$ cat src/rtl/vga_timing_pkg.sv
// ---------------------------------------------------------------------------
// vga_timing_pkg
// Shared timing constants for the 640x480@60Hz VGA generator.
//   - Horizontal/vertical display, porch, sync and total lengths.
//   - Derived first/last positions of the sync windows.
//   - Position width (10 bits covers 0..799 and 0..524).
//   - in_window(): inclusive range test used by the sync decode.
// These values are the defaults; the top exposes them as parameters so a
// reduced raster can be built for bring-up.
// ---------------------------------------------------------------------------
package vga_timing_pkg;

    localparam int CLK_DIV      = 4;

    localparam int H_DISPLAY    = 640;
    localparam int H_FRONT      = 16;
    localparam int H_SYNC       = 96;
    localparam int H_BACK       = 48;
    localparam int H_TOTAL      = H_DISPLAY + H_FRONT + H_SYNC + H_BACK;
    localparam int H_SYNC_START = H_DISPLAY + H_FRONT;
    localparam int H_SYNC_END   = H_SYNC_START + H_SYNC - 1;

    localparam int V_DISPLAY    = 480;
    localparam int V_FRONT      = 10;
    localparam int V_SYNC       = 2;
    localparam int V_BACK       = 33;
    localparam int V_TOTAL      = V_DISPLAY + V_FRONT + V_SYNC + V_BACK;
    localparam int V_SYNC_START = V_DISPLAY + V_FRONT;
    localparam int V_SYNC_END   = V_SYNC_START + V_SYNC - 1;

    localparam int POS_W        = 10;

    typedef logic [POS_W-1:0] pos_t;

    // Inclusive window test: first <= pos <= last.
    function automatic logic in_window(input pos_t pos, input pos_t first, input pos_t last);
        return (pos >= first) && (pos <= last);
    endfunction

endpackage

$ cat src/rtl/vga_clk_div.sv
// ---------------------------------------------------------------------------
// vga_clk_div
// Free-running mod-CLK_DIV counter that turns the system clock into the
// pixel rate.
// Ports:
//   clk          in   system clock
//   rst_n        in   asynchronous active-low reset (counter -> 0)
//   tick         out  1 for one system clock when the counter is at CLK_DIV-1;
//                     the position counters advance on this cycle
//   pixel_clock  out  counter MSB: low for the first half of a pixel period,
//                     high for the second half, so its falling edge lines up
//                     with the position update
// CLK_DIV must be a power of two and at least 2.
// ---------------------------------------------------------------------------
module vga_clk_div #(
    parameter int CLK_DIV = 4
) (
    input  logic clk,
    input  logic rst_n,
    output logic tick,
    output logic pixel_clock
);

    localparam int               DIV_W    = $clog2(CLK_DIV);
    localparam logic [DIV_W-1:0] DIV_LAST = DIV_W'(CLK_DIV - 1);

    logic [DIV_W-1:0] div;

    always_ff @(posedge clk or negedge rst_n) begin
        if (!rst_n) begin
            div <= '0;
        end else if (div == DIV_LAST) begin
            div <= '0;
        end else begin
            div <= div + 1'b1;
        end
    end

    assign tick        = (div == DIV_LAST);
    assign pixel_clock = div[DIV_W-1];

endmodule

$ cat src/rtl/vga_sync_handler.sv
// ---------------------------------------------------------------------------
// vga_sync_handler
// VGA 640x480@60Hz timing generator. A 100 MHz system clock is divided down
// to the 25 MHz pixel rate; horizontal and vertical position counters run at
// that rate and hsync / vsync / display-enable are decoded from them.
// Ports:
//   i_clock        in   system clock, all state on rising edge
//   i_reset        in   asynchronous active-low reset
//   o_display_on   out  1 while (h,v) is inside the visible area
//   o_hsync        out  horizontal sync
//   o_vsync        out  vertical sync
//   o_pixel_clock  out  pixel-rate square wave, 50% duty
//   o_h_spot       out  horizontal position, 0..H_TOTAL-1
//   o_v_spot       out  vertical position, 0..V_TOTAL-1
// Build option:
//   VGA_SYNC_ACTIVE_HIGH_EN  defined   -> hsync/vsync are 1 only inside the
//                                         sync windows (reset value 0)
//                            undefined -> hsync/vsync active low (reset value 1)
// All decode is combinational from the position registers, so the syncs and
// display enable line up with o_h_spot/o_v_spot with no extra latency.
// ---------------------------------------------------------------------------
module vga_sync_handler #(
    parameter int CLK_DIV   = vga_timing_pkg::CLK_DIV,
    parameter int H_DISPLAY = vga_timing_pkg::H_DISPLAY,
    parameter int H_FRONT   = vga_timing_pkg::H_FRONT,
    parameter int H_SYNC    = vga_timing_pkg::H_SYNC,
    parameter int H_BACK    = vga_timing_pkg::H_BACK,
    parameter int V_DISPLAY = vga_timing_pkg::V_DISPLAY,
    parameter int V_FRONT   = vga_timing_pkg::V_FRONT,
    parameter int V_SYNC    = vga_timing_pkg::V_SYNC,
    parameter int V_BACK    = vga_timing_pkg::V_BACK
) (
    input  logic       i_clock,
    input  logic       i_reset,
    output logic       o_display_on,
    output logic       o_hsync,
    output logic       o_vsync,
    output logic       o_pixel_clock,
    output logic [9:0] o_h_spot,
    output logic [9:0] o_v_spot
);

    import vga_timing_pkg::*;

    // Position constants at counter width so every compare is width-matched.
    localparam pos_t H_LAST    = pos_t'(H_DISPLAY + H_FRONT + H_SYNC + H_BACK - 1);
    localparam pos_t H_VIS_END = pos_t'(H_DISPLAY);
    localparam pos_t HS_FIRST  = pos_t'(H_DISPLAY + H_FRONT);
    localparam pos_t HS_LAST   = pos_t'(H_DISPLAY + H_FRONT + H_SYNC - 1);

    localparam pos_t V_LAST    = pos_t'(V_DISPLAY + V_FRONT + V_SYNC + V_BACK - 1);
    localparam pos_t V_VIS_END = pos_t'(V_DISPLAY);
    localparam pos_t VS_FIRST  = pos_t'(V_DISPLAY + V_FRONT);
    localparam pos_t VS_LAST   = pos_t'(V_DISPLAY + V_FRONT + V_SYNC - 1);

    logic pix_tick;
    pos_t h_pos;
    pos_t v_pos;
    logic hsync_on;
    logic vsync_on;

    vga_clk_div #(
        .CLK_DIV (CLK_DIV)
    ) u_clk_div (
        .clk         (i_clock),
        .rst_n       (i_reset),
        .tick        (pix_tick),
        .pixel_clock (o_pixel_clock)
    );

    // Raster counters: h advances once per pixel tick; v advances only on
    // the tick where h wraps. Both wrap exactly at their last position, so
    // no out-of-range value can ever be loaded.
    always_ff @(posedge i_clock or negedge i_reset) begin
        if (!i_reset) begin
            h_pos <= '0;
            v_pos <= '0;
        end else if (pix_tick) begin
            if (h_pos == H_LAST) begin
                h_pos <= '0;
                if (v_pos == V_LAST) begin
                    v_pos <= '0;
                end else begin
                    v_pos <= v_pos + 1'b1;
                end
            end else begin
                h_pos <= h_pos + 1'b1;
            end
        end
    end

    assign hsync_on     = in_window(h_pos, HS_FIRST, HS_LAST);
    assign vsync_on     = in_window(v_pos, VS_FIRST, VS_LAST);
    assign o_display_on = (h_pos < H_VIS_END) && (v_pos < V_VIS_END);

`ifdef VGA_SYNC_ACTIVE_HIGH_EN
    assign o_hsync = hsync_on;
    assign o_vsync = vsync_on;
`else
    assign o_hsync = ~hsync_on;
    assign o_vsync = ~vsync_on;
`endif

    assign o_h_spot = h_pos;
    assign o_v_spot = v_pos;

endmodule

$ cat config.mk
export PLATFORM = sky130hd
export DESIGN_NAME = vga_sync_handler
export DESIGN_NICKNAME = d
export VERILOG_FILES = /design/src/rtl/vga_timing_pkg.sv /design/src/rtl/vga_clk_div.sv /design/src/rtl/vga_sync_handler.sv
export SDC_FILE = /design/constraint.sdc
export NUM_CORES = 1
export LEC_CHECK = 0
export BUFFER_PORTS_ARGS = -buffer_cell sky130_fd_sc_hd__clkbuf_2
export CORE_MARGIN = 1
export CORE_UTILIZATION = 40
export DETAILED_ROUTE_END_ITERATION = 6
export PLACE_DENSITY = 0.66
export SYNTH_ARGS = -nofsm -noshare
export SYNTH_HDL_FRONTEND = slang
export SYNTH_HIERARCHICAL = 1
export SYNTH_SLANG_ARGS = --single-unit
$ cat constraint.sdc
create_clock -name i_clock -period 4.15 [get_ports i_clock]
set_clock_uncertainty 0.1 [all_clocks]
set_input_delay 0.83 -clock i_clock [delete_from_list [all_inputs] [get_ports i_clock]]
set_output_delay 0.83 -clock i_clock [all_outputs]
set_load 0.05 [all_outputs]
* Word-level counts from Yosys, hierarchy flattened
Index checks and enable logic that the tools add are counted.
W data, S select, Z words.
** Storage, ports and cells
- Bits in writable memories :: 0
- Register bits :: 22
- Memory bits (read-only) :: 0
- Output and inout port bits :: 24
- Bits in latches :: 0
- Memories kept :: 0
** Cells by class
- Order comparisons :: 6
- Reductions and logical operators :: 4
- Mux-type cells :: 3
- $add $sub $neg :: 3
- Bitwise gates (word level) :: 2
- Multipliers :: 0
- Equality and inequality tests :: 3
- Div/mod/pow operators :: 0
- Shift-type cells :: 0
** Operator list (count)
- $add A10 B1 Y10 const B :: 2
- $eq A10 B10 Y1 const B :: 2
- $mux W10 :: 2
- $ge A10 B10 Y1 const B :: 1
- $ge A10 B9 Y1 const B :: 1
- $le A10 B10 Y1 const B :: 1
- $le A10 B9 Y1 const B :: 1
- $lt A10 B10 Y1 const B :: 1
- $lt A10 B9 Y1 const B :: 1
- $logic_and A1 B1 Y1 :: 3
- $add A2 B1 Y2 const B :: 1
- $eq A2 B2 Y1 const B :: 1
- $mux W2 :: 1
- $not A1 Y1 :: 2
- $reduce_and A2 Y1 :: 1

* Logic depth before layout (Yosys ltp)
Gate-level depths: netlist of the first run.
- Depth after elaboration :: 3
- Mapped depth :: 7

* Cells and area by module
Netlist of the first run, hierarchy kept.
** Modules (own cells, without submodules)
- vga_sync_handler :: cells each 120, area each 1119.8 µm², instances 1
- vga_clk_div :: cells each 4, area each 66.3 µm², instances 1

* Worst setup path after synthesis of the first run
OpenSTA, ideal clock, no wires.
- Path type :: reg2out
- From :: register v_pos[0], in the netlist o_v_spot[0]
- To :: output port o_vsync
- Setup slack :: 1108 ps
- Cell stages (with the launch flop) :: 4
- Data required time :: 3220 ps
- Data arrival time :: 2112 ps
- Buffers on the path :: 0
- Cells stage by stage :: dfrtp_1 inv_1 ha_1 o21ai_0
** On the way
- Word-level cells in the longest chain between the ends :: 3
- Elaborated cells on any way between the ends :: 4
- Those cells by class :: 2 x order compare; 1 x bitwise; 1 x reduce/logical
** Ends and longest elaborated chain
- start, declared :: RTL line vga_sync_handler.sv:58 : pos_t v_pos;
- start signal, assigned :: RTL line vga_sync_handler.sv:84 : v_pos <= v_pos + 1'b1;
- $ge A10 B9 Y1 / $le A10 B9 Y1 (equally long branches) :: RTL line vga_timing_pkg.sv:37 : return (pos >= first) && (pos <= last);
- $logic_and A1 B1 Y1 (*) :: RTL line vga_timing_pkg.sv:37
- $not A1 Y1 (*) :: RTL line vga_sync_handler.sv:101 : assign o_vsync = ~vsync_on;
- end, declared :: RTL line vga_sync_handler.sv:37 : output logic o_vsync,
Mark *: on every way between the ends. The rest lies on a longest branch, timed or not.

* Worst setup path after layout of the first run
- From :: register v_pos[5], in the netlist o_v_spot[5]
- To :: output port o_vsync
Same word-level chain as after synthesis.

==> flow_summary_export.csv, run 1 <==
group,metric,value,unit
clocking,cts-htree-levels,1,
worst_setup_path,arrival,1.60,ns
sta,rsz0062_at_grt,"false",
place,numPortBuffers,25,
layout,seq_area,550.5,um2
place,gp_congestion,0.7774,
layout,nFillCells,276,
sta,relSlewSlack,47.16,%
power_and_ir_drop,p_comb_share,1.3,%
global_route,antenna_found_initial,0,
layout,drive_gt1_share,22.82,%
power_and_ir_drop,power_switching,68.16,uW
worst_setup_path,cp_data_required_time,3.22,ns
synthesis,syn_area,0.001186,mm2
synthesis,yosys_warnings,6,
place,dp.cells,176,
floorplan,die_area,0.003187,mm2
detailed_routing,via_per_inst,5.383,
worst_setup_path,crit_type,"register to output pin",
worst_setup_path,cp_slowest_stage_delay,0.46,ns
sta,finalHoldViolations,0,
layout,antennaDiodeCount,0,
sta,period_share,60.92,%
worst_setup_path,worst-path-max-fanout,7,
global_route,grt_usage,15.91,%
clocking,cts_resized,0,
worst_setup_path,cp_num_buf_inv,1,
flow_run,maxCapViolCount,0,
clocking,cts_tree,"yes",
floorplan,die_x,56.46,um
sta,timing.hold.ws,0.3345,ns
global_route,grt_overflow,0,
power_and_ir_drop,p_sw_share,20.27,%
clocking,worstSkewPairLatency,0.30,ns
worst_hold_path,min_path_type,"register to register",
sta,tns,0,ns
detailed_routing,dr_total_vias,969,
worst_setup_path,cp_top_family,"flip-flops",
synthesis,synth.net_count,132,
sta,setup_viol_count_final,0,
power_and_ir_drop,p_int,268.1,uW
floorplan,std_cell_rows,19,
power_and_ir_drop,p_per_area,247.0,mW/mm2
layout,nets,158,
worst_setup_path,crit_slowest_cell,"dfrtp_1",
power_and_ir_drop,p_clk_share,35.0,%
clocking,cts-hold-fix-buffers,0,
detailed_routing,first_iter_violations,46,
worst_setup_path,path_cells,"nand4_1 > nor4b_1 > o21ai_0 > clkbuf_2",
global_route,grt_pass1_vias,897,
place,hpwl,1718,um
synthesis,synth_cells,124,
detailed_routing,drcViolationCount,0,
worst_setup_path,cp-end-kind,"output pin",
detailed_routing,routedWlPerCell,13.11,um
detailed_routing,wl,2359,um
sta,drv_slew,0,
worst_setup_path,critPathLaunchType,"register",
global_route,grt_pass1_wl,4002,um
clocking,cts_buffers,3,
clocking,ctsRootBufferMaster,"clkbuf_4",
detailed_routing,dr.pass1.iters,4,
layout,syn_to_final_growth,14.77,%
sta,period_minus_slack,2.528,ns
power_and_ir_drop,power_frac_seq,63.7,%
clocking,cts_sinks,22,
synthesis,synth.distinct_cells,32,
clocking,cts_setup_buffers,0,
synthesis,ys_seq_elements,22,
run_status,run_status,"finished clean",
synthesis,yosysSeqAreaShare,46.41,%
floorplan,start_util,42.65,%
detailed_routing,ant_nets,0,
floorplan,die_h,56.46,um
synthesis,avgSynthCellArea,9.566,um2
sta,maxClockFrequency,0.3956,GHz
clocking,cts.path.max_buffers,2,
global_route,grt_max_degree,23,
floorplan,coreArea,0.002781,mm2
sta,tightest_slew,0.7866,ns
clocking,clk_pin_slew,0.12,ns
layout,final_cell_count_no_fill,180,
power_and_ir_drop,peakVddDrop,0.1515,mV
layout,multiInputGateArea,580.6,um2
power_and_ir_drop,p_leak,0.0006519,uW
floorplan,io_pins,26,
[cell type report]
type | count | area share, %
Tap cell | 31 | 2.849
Timing Repair Buffer | 25 | 9.191
Multi-Input combinational cell | 90 | 42.65
Clock buffer | 4 | 2.665
Sequential cell | 22 | 40.44
Inverter | 8 | 2.206
[routing by layer]
layer / vias to the layer above / GRT usage, % / part of all wire (%)
met5: - / 0 / 0
met4: 0 / 5.226 / 0.42
met3: 2 / 2.535 / 4.7
met2: 27 / 25.21 / 48
met1: 460 / 22.16 / 47
li1: 480 / - / -
[final timing paths]
check	from	to	slack, ns	cells past startpoint
min in group asynchronous	i_reset	o_v_spot[9]	0.39	1
worst max-delay path	o_v_spot[5]	o_vsync	1.62	4
max in group asynchronous	i_reset	o_v_spot[0]	3.20	1
worst max register to register	u_clk_div/div[1]	o_v_spot[4]	2.02	5
worst min-delay path	u_clk_div/div[0]	u_clk_div/div[0]	0.33	1
worst min register to register	u_clk_div/div[0]	u_clk_div/div[0]	0.33	1
[cells in the final DEF, fill, tap and decap left out, types with 2 or more instances in the layout]
master    synthesis  layout
clkbuf_4          0       3
nor3_1            6       6
xnor2_1           5       5
nand2_1          12      12
dfrtp_1          22      22
nand4_1           5       5
or3_1             2       2
clkbuf_2          0      25
xor2_1            5       5
ha_1              6       6
or3_4             2       2
and3_1            2       2
a21oi_1           3       3
nor2_1            8       8
o21ai_0           9       9
nand3_1          11      11
inv_1             8       8
[per-stage QoR]
| step | utilization, % | worst slack, ns | cell area (um2) | total power (uW) |
|---|---|---|---|---|
| 2_1_floorplan | - | 1.108 | 1186 | 218.5 |
| 3_3_place_gp | 47.64 | 1.999 | 1325 | 223.1 |
| 3_5_place_dp | 47.64 | 1.964 | 1325 | 223.2 |
| 4_1_cts | 48.94 | 1.605 | 1361 | 343.6 |
| 5_1_grt | 48.94 | 1.489 | 1361 | 353.5 |
| 6_report | 48.94 | 1.622 | 1361 | 336.3 |
[cells by family (layout without fill, tap and decap cells)]
| group | count (synthesis) | in the layout | synth area share, % |
|---|---|---|---|
| AO/OA/AOI/OAI | 16 | 16 | 7.701 |
| buffers and inverters | 12 | 37 | 4.641 |
| AND/OR/NAND/NOR | 58 | 58 | 27.53 |
| XOR/XNOR | 10 | 10 | 7.384 |
| adder cells (fa/ha/maj) | 6 | 6 | 6.329 |
| flip-flops | 22 | 22 | 46.41 |
[sequential cells by signal, summed over array words and instances, names as in the netlist]
signal / count
o_h_spot: 10
o_v_spot: 10
u_clk_div/div: 2
[cells in the mapped netlist, drive strengths merged]
| master | count | share of area, % |
|---|---|---|
| nand2 | 12 | 3.8 |
| xnor2 | 5 | 3.7 |
| a21oi | 3 | 1.3 |
| nand3 | 11 | 4.6 |
| nand4 | 5 | 2.6 |
| dfrtp | 22 | 46 |
| or2 | 1 | 0.53 |
| buf | 3 | 1.8 |
| a31oi | 1 | 0.53 |
| ha | 6 | 6.3 |
| or4 | 1 | 0.63 |
| o31ai | 1 | 0.63 |
| nor3b | 1 | 0.63 |
| inv | 8 | 2.5 |
| a311o | 1 | 0.84 |
| nor4 | 2 | 2.3 |
| nand2b | 1 | 0.53 |
| nor2 | 8 | 2.5 |
| or3 | 5 | 3.6 |
| nor4b | 1 | 0.74 |
| xor2 | 5 | 3.7 |
| and3 | 2 | 1.1 |
| o211ai | 1 | 0.63 |
| nor3 | 6 | 2.5 |
| nor2b | 1 | 0.53 |
| nor4bb | 1 | 0.84 |
| o21ai | 9 | 3.8 |
| clkbuf | 1 | 0.32 |
[power by group through the flow]
stage | combinational (uW) | sequential, uW | clock [uW]
after floorplan | 0.000245 | 218 | 0
after global placement | 4.65 | 218 | 0
after detailed placement | 4.82 | 218 | 0
after CTS | 4.74 | 214 | 124
after global routing | 5.47 | 214 | 134
final | 4.33 | 214 | 118
[worst register-to-register path: cells and delay by family, from the launching register on]
family	cells	cell delay, ns
flops	1	0.37
simple gates	3	1.03
compound gates	1	0.22
fa+ha+maj	1	0.32
Power figures use the tool's default switching activity.
==> run 2, diff against run 1 <==
Clock period 4.15 ns to 2.4 ns, I/O delays scaled along.
==> run 2 against run 1 <==
- register-to-register slack lost 1.7 ns
- non-clock buffer count is 1 higher
- sequential share of layout area rose by 0.19 points
- routed wire length is 1.7% higher
==> flow_summary_export.csv, run 2 (synthesis results as in run 1) <==
group,metric,value,unit
power_and_ir_drop,p_per_area,397.3,mW/mm2
sta,tns,0,ns
detailed_routing,via_per_inst,5.422,
run_status,run_status,"finished clean",
detailed_routing,first_iter_violations,42,
layout,nets,159,
sta,tightest_slew,0.5651,ns
worst_setup_path,cp_data_required_time,1.82,ns
detailed_routing,drcViolationCount,0,
floorplan,coreArea,0.002781,mm2
sta,period_share,92.13,%
detailed_routing,ant_nets,0,
global_route,grt_usage,16.00,%
floorplan,die_x,56.46,um
detailed_routing,wl,2399,um
worst_setup_path,cp_top_family,"simple AND/OR/NAND/NOR gates",
clocking,cts_resized,0,
detailed_routing,dr_total_vias,976,
global_route,grt_overflow,0,
worst_setup_path,path_cells,"nand4_1 > nor4b_1 > o21ai_1 > clkbuf_2",
sta,drv_slew,0,
sta,setup_viol_count_final,0,
worst_setup_path,cp_num_buf_inv,1,
clocking,worstSkewPairLatency,0.29,ns
worst_setup_path,cp-end-kind,"output pin",
worst_setup_path,regToRegSetupSlack,0.30,ns
power_and_ir_drop,peakVddDrop,0.2458,mV
power_and_ir_drop,p_leak,0.0006501,uW
detailed_routing,routedWlPerCell,13.33,um
sta,finalHoldViolations,0,
clocking,cts.path.max_buffers,2,
place,hpwl,1746,um
worst_setup_path,crit_type,"register to output pin",
worst_setup_path,arrival,1.63,ns
worst_setup_path,crit_slowest_cell,"dfrtp_1",
sta,rsz0062_at_grt,"false",
sta,timing.hold.ws,0.05404,ns
floorplan,start_util,42.65,%
floorplan,die_area,0.003187,mm2
layout,mostFrequentLayoutCells,"clkbuf_2, dfrtp_1, nand2_1",
clocking,cts_buffers,3,
sta,maxClockFrequency,0.4522,GHz
clocking,clk_pin_slew,0.11,ns
clocking,cts_setup_buffers,0,
worst_setup_path,ff2ff_path_depth,5,
global_route,grt_pass1_wl,4002,um
layout,drive_gt1_share,22.82,%
place,numPortBuffers,25,
layout,layout_commonest_cell,"clkbuf_2",
worst_setup_path,cp_slowest_stage_delay,0.47,ns
sta,relSlewSlack,62.33,%
worst_hold_path,min_path_type,"input port to async pin",
floorplan,die_h,56.46,um
clocking,cts_sinks,22,
layout,nFillCells,275,
clocking,ctsRootBufferMaster,"clkbuf_4",
global_route,antenna_found_initial,0,
worst_setup_path,r2r_start,"u_clk_div/div[1]",
global_route,grt_max_degree,23,
floorplan,io_pins,26,
worst_setup_path,critPathLaunchType,"register",
clocking,cts_tree,"yes",
detailed_routing,dr.pass1.iters,4,
worst_setup_path,worst-path-max-fanout,7,
place,gp_congestion,0.7923,
worst_setup_path,timing.rr.end,"o_v_spot[9]",
layout,syn_to_final_growth,14.24,%
clocking,cts-hold-fix-buffers,0,
global_route,grt_pass1_vias,888,
sta,period_minus_slack,2.211,ns
clocking,cts-htree-levels,1,
flow_run,maxCapViolCount,0,
floorplan,std_cell_rows,19,
layout,antennaDiodeCount,0,
==> run 2: cell count changes in the layout (fill, tap and decap cells not counted) <==
cell | before | now
clkbuf_8 | 1 | 0
o21ai_1 | 0 | 1
o21ai_0 | 9 | 8
buf_4 | 0 | 1
==> run 2: where the power goes <==
part	internal [uW]	leakage, uW	switching [uW]	total [uW]
clock network	58.4	0.0000138	102	160
logic	0.560	0.000343	7.12	7.68
registers	371	0.000293	0	371
total	429	0.000650	109	538
==> run 2: routing by layer <==
metal  up-vias  routed length (um)  track usage [%]
li1        481                   -                -
met1       472                1164            21.28
met2        21                1121            26.55
met3         2                  99            2.535
met4         0                  13            5.226
met5         -                   0                0
==> run 2: stage by stage <==
stage | util (%) | setup WS, ns | area [um2] | std cells | total power, uW
2_1_floorplan | - | 0.08714 | 1186 | 124 | 377.8
3_3_place_gp | 47.91 | 0.3880 | 1333 | 177 | 385.8
3_5_place_dp | 47.91 | 0.3116 | 1333 | 177 | 386.2
4_1_cts | 48.72 | 0.1665 | 1355 | 180 | 550.1
5_1_grt | 48.72 | 0.05218 | 1355 | 180 | 567.7
6_report | 48.72 | 0.1888 | 1355 | 180 | 538.3
==> run 2: worst max path at each step <==
| stage | to | depth (start not counted) | slack, ns | from |
|---|---|---|---|---|
| global route | o_vsync | 4 | 0.05 | o_v_spot[5] |
| finish | o_vsync | 4 | 0.19 | o_v_spot[5] |
| floorplan | o_vsync | 3 | 0.09 | o_v_spot[0] |
| detailed placement | o_v_spot[9] | 5 | 0.31 | u_clk_div/div[1] |
| global placement | o_v_spot[9] | 5 | 0.39 | u_clk_div/div[1] |
| CTS | o_vsync | 4 | 0.17 | o_v_spot[5] |
==> run 2: cell type report <==
cell class	instances	area, um2	area share, %
Clock buffer	3	22.52	1.662
Tap cell	31	38.79	2.862
Timing Repair Buffer	26	132.6	9.788
Sequential cell	22	550.5	40.63
Inverter	8	30.03	2.216
Multi-Input combinational cell	90	580.6	42.84
==> run 2: worst reg2reg max path: stages, from the launching register on <==
cell	delay, ns
dfrtp_1	0.36
ha_1	0.32
nand3_1	0.20
or3_4	0.49
or4_1	0.48
nand3_1	0.09
